`config.mk`:
```
export PLATFORM = sky130hd
export DESIGN_NAME = mdu_issue_ctrl
export DESIGN_NICKNAME = d
export VERILOG_FILES = /design/src/rtl/mdu_issue_ctrl.sv
export SDC_FILE = /design/constraint.sdc
export NUM_CORES = 1
export LEC_CHECK = 0
export CORE_MARGIN = 10
export CORE_UTILIZATION = 35
export DETAILED_ROUTE_END_ITERATION = 12
export HOLD_SLACK_MARGIN = 0.15
export PLACE_DENSITY = 0.6
export SYNTH_ARGS = -nofsm -noshare
export SYNTH_HDL_FRONTEND = slang
export SYNTH_SLANG_ARGS = --single-unit
```
`constraint.sdc`:
```
create_clock -name Clk -period 5.45 [get_ports Clk]
set_clock_uncertainty 0.1 [all_clocks]
set_input_delay 0.8175 -clock Clk [delete_from_list [all_inputs] [get_ports Clk]]
set_output_delay 0.8175 -clock Clk [all_outputs]
set_load 0.1 [all_outputs]
```
`src/rtl/mdu_issue_ctrl.sv`:
```
// Issue and hazard controller for the HI/LO multiply/divide unit.
// Decodes the EX-stage SPECIAL funct for the mul/div and HI/LO move ops and
// drives the unit's start, select and write strobes. A down-counter tracks
// operation latency, and a watchdog catches a unit that never raises its flag.
//
// Handshake: an EX-stage op is taken when CTL_Valid=1, its funct is decoded,
// CTL_Flush=0 and CTL_Stall=0. CTL_Stall holds the pipeline until the op
// can be taken. MUL_Start and MUL_Write are one-cycle registered pulses
// that the unit samples without back-pressure.
//
// Completion timing: the counter is loaded with the latency on entry to RUN.
// The op retires on the edge where the counter expires (value 1 or 0) while
// MUL_Flag is high. CTL_Busy is therefore high for 1 + latency cycles when
// the unit flags on time. If the counter sits at 0 without MUL_Flag for
// WDOG_CYCLES cycles, CTL_Error is set and the FSM returns to IDLE.
module mdu_issue_ctrl #(
  parameter int MUL_LATENCY = 2,
  parameter int DIV_LATENCY = 2,
  parameter int WDOG_CYCLES = 63
) (
  input  logic       Clk,
  input  logic       Reset,
  input  logic       CTL_Valid,
  input  logic [5:0] CTL_Funct,
  input  logic       CTL_Flush,
  input  logic       MUL_Flag,
  output logic       MUL_Start,
  output logic [1:0] MUL_SelMD,
  output logic       MUL_SelHL,
  output logic       MUL_Write,
  output logic       CTL_Stall,
  output logic       CTL_Busy,
  output logic       CTL_Error
);

  localparam int WD_W = $clog2(WDOG_CYCLES + 1);
  localparam logic [WD_W-1:0] WD_LAST = WD_W'(WDOG_CYCLES - 1);
  localparam logic [3:0] MUL_LAT = 4'(MUL_LATENCY);
  localparam logic [3:0] DIV_LAT = 4'(DIV_LATENCY);

  typedef enum logic [1:0] {
    ST_IDLE  = 2'd0,
    ST_ISSUE = 2'd1,
    ST_RUN   = 2'd2
  } state_t;

  state_t          state;
  logic [3:0]      lat_cnt;
  logic [WD_W-1:0] wd_cnt;
  logic            wr_sel_hi;

  logic is_muldiv;
  logic is_hilo;
  logic is_mt;
  logic is_mf;
  logic op_valid;
  logic accept;

  // Funct decode: 0x18-0x1B are mul/div, 0x10-0x13 are the HI/LO moves.
  // Within each group bit0 marks MTxx / unsigned and bit1 marks LO / divide.
  always_comb begin
    is_muldiv = (CTL_Funct[5:2] == 4'b0110);
    is_hilo   = (CTL_Funct[5:2] == 4'b0100);
    is_mt     = is_hilo & CTL_Funct[0];
    is_mf     = is_hilo & ~CTL_Funct[0];
    op_valid  = CTL_Valid & ~CTL_Flush & (is_muldiv | is_hilo);
  end

  // Hazard stall: any decoded op waits while an operation is in flight or
  // while a HI/LO write strobe owns the select line this cycle.
  always_comb begin
    CTL_Stall = op_valid & ((state != ST_IDLE) | MUL_Write);
    accept    = op_valid & ~CTL_Stall;
  end

  // HI/LO select: the registered write target takes priority, otherwise an
  // MFHI/MFLO that is being taken picks the read source this same cycle.
  always_comb begin
    if (MUL_Write) begin
      MUL_SelHL = wr_sel_hi;
    end else begin
      MUL_SelHL = accept & is_mf & ~CTL_Funct[1];
    end
  end

  assign CTL_Busy = (state != ST_IDLE);

  // Issue FSM, latency counter, watchdog and registered strobes.
  always_ff @(posedge Clk) begin
    if (Reset) begin
      state     <= ST_IDLE;
      lat_cnt   <= 4'd0;
      wd_cnt    <= '0;
      wr_sel_hi <= 1'b0;
      MUL_Start <= 1'b0;
      MUL_Write <= 1'b0;
      MUL_SelMD <= 2'b00;
      CTL_Error <= 1'b0;
    end else begin
      MUL_Start <= 1'b0;
      MUL_Write <= 1'b0;
      case (state)
        ST_IDLE: begin
          if (accept && is_muldiv) begin
            state     <= ST_ISSUE;
            MUL_Start <= 1'b1;
            // SelMD bit0 = divide, bit1 = unsigned.
            MUL_SelMD <= {CTL_Funct[0], CTL_Funct[1]};
          end else if (accept && is_mt) begin
            MUL_Write <= 1'b1;
            wr_sel_hi <= ~CTL_Funct[1];
          end
        end
        ST_ISSUE: begin
          state   <= ST_RUN;
          lat_cnt <= MUL_SelMD[0] ? DIV_LAT : MUL_LAT;
          wd_cnt  <= '0;
        end
        ST_RUN: begin
          if ((lat_cnt <= 4'd1) && MUL_Flag) begin
            state   <= ST_IDLE;
            lat_cnt <= 4'd0;
          end else if (lat_cnt != 4'd0) begin
            lat_cnt <= lat_cnt - 4'd1;
          end else if (wd_cnt == WD_LAST) begin
            CTL_Error <= 1'b1;
            state     <= ST_IDLE;
          end else begin
            wd_cnt <= wd_cnt + 1'b1;
          end
        end
        default: state <= ST_IDLE;
      endcase
    end
  end

endmodule

```
==> results.toml <==
[status]
status = "completed"

[global_route]
grt_pass1_vias = 838
grt_usage_pct = 8.37
grt_overflow_total = 0
grt_pass1_wl_um = 3620
grt_antenna_before_repair = 0
grt_max_degree = 15

[hold_path]
hp-start = "wr_sel_hi$_SDFFE_PP0P_"
hold_depth = 2
hp-class = "reg2reg"
worstHoldEndpoint = "wr_sel_hi$_SDFFE_PP0P_"

[floorplanning]
fp.dieW_um = 70.8
die_area_um2 = 5020
rows = 18
initial_utilization_pct = 36.5
die_h_um = 70.8
top_level_ports = 19
coreArea_um2 = 2480

[clocking]
clk_latency_ns = 0.29
htreeDepth = 1
cts.repair.resized = 0
cts-root-buf = "clkbuf_4"
cts_sinks = 18
cts_tree = "yes"
post_cts_buffers = 0
cts_hold_buf = 0
clkTransAtPathRegs_ns = 0.10
clk_path_buf_depth = 2
cts_buffers = 3

[power]
netSwitchingPower_w = 0.0000503
leakagePower_nw = 0.424
pwr_density_cell_nw_per_um2 = 192
swShare_pct = 23.0
comb_power_share_pct = 9.3
power_frac_seq_pct = 60.5
ir_worst_vdd_mv = 0.108
clkPwrFrac_pct = 30.1
p_int_w = 0.000168

[timing]
period_minus_slack_ns = 4.09
setup_slack_ns = 1.36
tns_ns = 0
max_freq_mhz = 244
finalSetupViolCount = 0
relSlewSlack_pct = 34.1
hold_viol_final = 0
finalCritPeriodShare_pct = 75.1
report.final.slew_viol_count = 0
tightest_slew_ns = 0.985
rsz0062_at_grt = "no"

[synthesis]
syn_area_um2 = 905
ys_seq_area_share_pct = 39.8
synth_ff_type = "dfxtp_1"
synth_seq_cells = 18
synth_edf_count = 0
syn_inst = 106
synthArstFlopShare_pct = 0
syn_area_per_cell_um2 = 8.53
yosysWarningCount = 0
syn_nets = 121
yosysUniqueCellTypes = 34

[critical_path]
worstSetupPathType = "in2out"
slowest_stage = "clkdlybuf4s50_1"
cpMostUsedCell = "clkdlybuf4s50_1"
cp_cell_sequence = "clkdlybuf4s50_1 > nor4b_1 > nand2_1 > o31ai_1 > clkdlybuf4s50_1"
arrival_ns = 3.17
cpLargestDelayFamily = "buffers and inverters"
endpoint_kind = "primary output"
crit_cells = 5
rr_startpoint = "lat_cnt[1]$_SDFFE_PP0P_"
worst-path-buf-inv = 2
r2r_cells = 6
worst-r2r-setup-slack_ns = 3.40
worstSetupStartpointType = "input port"
required_ns = 4.53
crit_start = "CTL_Funct[2]"
r2r_end = "wd_cnt[5]$_SDFFE_PP0P_"
max_stage_delay_ns = 1.19
cp_max_fo = 2

[layout]
nets = 142
regArea_um2 = 360
mostFrequentLayoutCells = "18 x dfxtp_1, 18 x clkdlybuf4s50_1, 11 x nor2_1, 8 x nand2_1, 7 x a21oi_1"
fillers = 260
insertedDiodeCount = 0
drive_gt1_share_pct = 7.20
syn_to_final_growth_pct = 25.6
multi_input_area_um2 = 513

[placement]
hpwlAfterDp_um = 1670
portBuffers = 18
preCtsSetupSlack_ns = 1.36
gp_congestion = 0.771

[route]
dr_total_vias = 842
remaining_drc_errors = 0
drt-total-wl_um = 2120
final_antenna_net_count = 0
drt_iter0_drc = 40
drt-vias-per-instance = 5.43
wl_per_cell_um = 13.7
dr.pass1.iters = 4

[flow_run]
maxCapViolCount = 0
## synth_stat cells (2+ instances only)
master / count / area share (%)
o22ai_1: 2 / 1.4
o31ai_1: 4 / 3.3
nor2b_1: 3 / 2.1
ha_1: 4 / 5.5
mux2i_1: 2 / 2.2
nor3_1: 5 / 2.8
nand2b_1: 2 / 1.4
a32oi_1: 2 / 1.9
a21oi_1: 7 / 3.9
dfxtp_1: 18 / 40
nand4_1: 3 / 2.1
o21ai_0: 3 / 1.7
nand3_1: 6 / 3.3
nor2_1: 11 / 4.6
inv_1: 6 / 2.5
nand2_1: 8 / 3.3
or2_2: 3 / 2.1
## power groups by stage
stage               registers [W]  clock network, W   logic [W]
floorplan                0.000136                 0  0.00000849
global placement         0.000135                 0   0.0000200
detailed placement       0.000135                 0   0.0000205
CTS                      0.000132         0.0000693   0.0000205
global route             0.000132         0.0000737   0.0000219
finish                   0.000132         0.0000658   0.0000204
## per-layer routing
metal  track usage, %  vias to the layer above  part of all wire [%]
met4             3.23                        0                     0
met5                0                        -                     0
met1             9.45                      394                    46
met2             13.3                       20                    45
li1                 -                      428                     -
met3             4.04                        0                   8.6
## worst register-to-register path, stage by stage (launching register included)
cell and delay, ns:
dfxtp_1 0.33, inv_1 0.11, ha_1 0.26, nor4b_4 0.33, o2111ai_2 0.21, or4_1 0.51, a21oi_1 0.14
## how the worst max path moves through the flow
stage,to,slack [ns]
6_report,MUL_SelHL,1.36
5_1_grt,MUL_SelHL,1.28
4_1_cts,MUL_SelHL,1.35
3_5_place_dp,MUL_SelHL,1.36
3_3_place_gp,MUL_SelHL,1.46
2_1_floorplan,MUL_SelHL,1.04
## registers in the layout (all words and copies together) (netlist names)
signal     count
wd_cnt         6
lat_cnt        4
MUL_SelMD      2
state          2
CTL_Error      1
MUL_Start      1
MUL_Write      1
wr_sel_hi      1
## cell families after synthesis
group                    Yosys count  synth area share [%]
multiplexers                       2                  2.21
AND/OR/NAND/NOR                   47                  28.4
AO/OA/AOI/OAI                     26                  19.6
adder cells (fa/ha/maj)            4                  5.53
XOR/XNOR                           1                 0.968
buffers and inverters              8                  3.46
flip-flops                        18                  39.8
## stage by stage
| stage | power [W] | instances | hold slack [ns] | utilization (%) | area [um2] |
|---|---|---|---|---|---|
| 2_1_floorplan | 0.000145 | 106 | 0.337 | - | 905 |
| 3_3_place_gp | 0.000155 | 152 | 0.352 | 44.9 | 1110 |
| 3_5_place_dp | 0.000156 | 152 | 0.362 | 44.9 | 1110 |
| 4_1_cts | 0.000222 | 155 | 0.378 | 45.9 | 1140 |
| 5_1_grt | 0.000228 | 155 | 0.394 | 45.9 | 1140 |
| 6_report | 0.000218 | 155 | 0.373 | 45.9 | 1140 |
## area by class of cell
type	instances	share of cell area, %
clock buffer	3	1.98
sequential	18	31.7
multi-input combinational	80	45.2
timing repair buffer	18	15.9
tap	30	3.30
inverter	6	1.98
(Power assumes the default switching activity.)
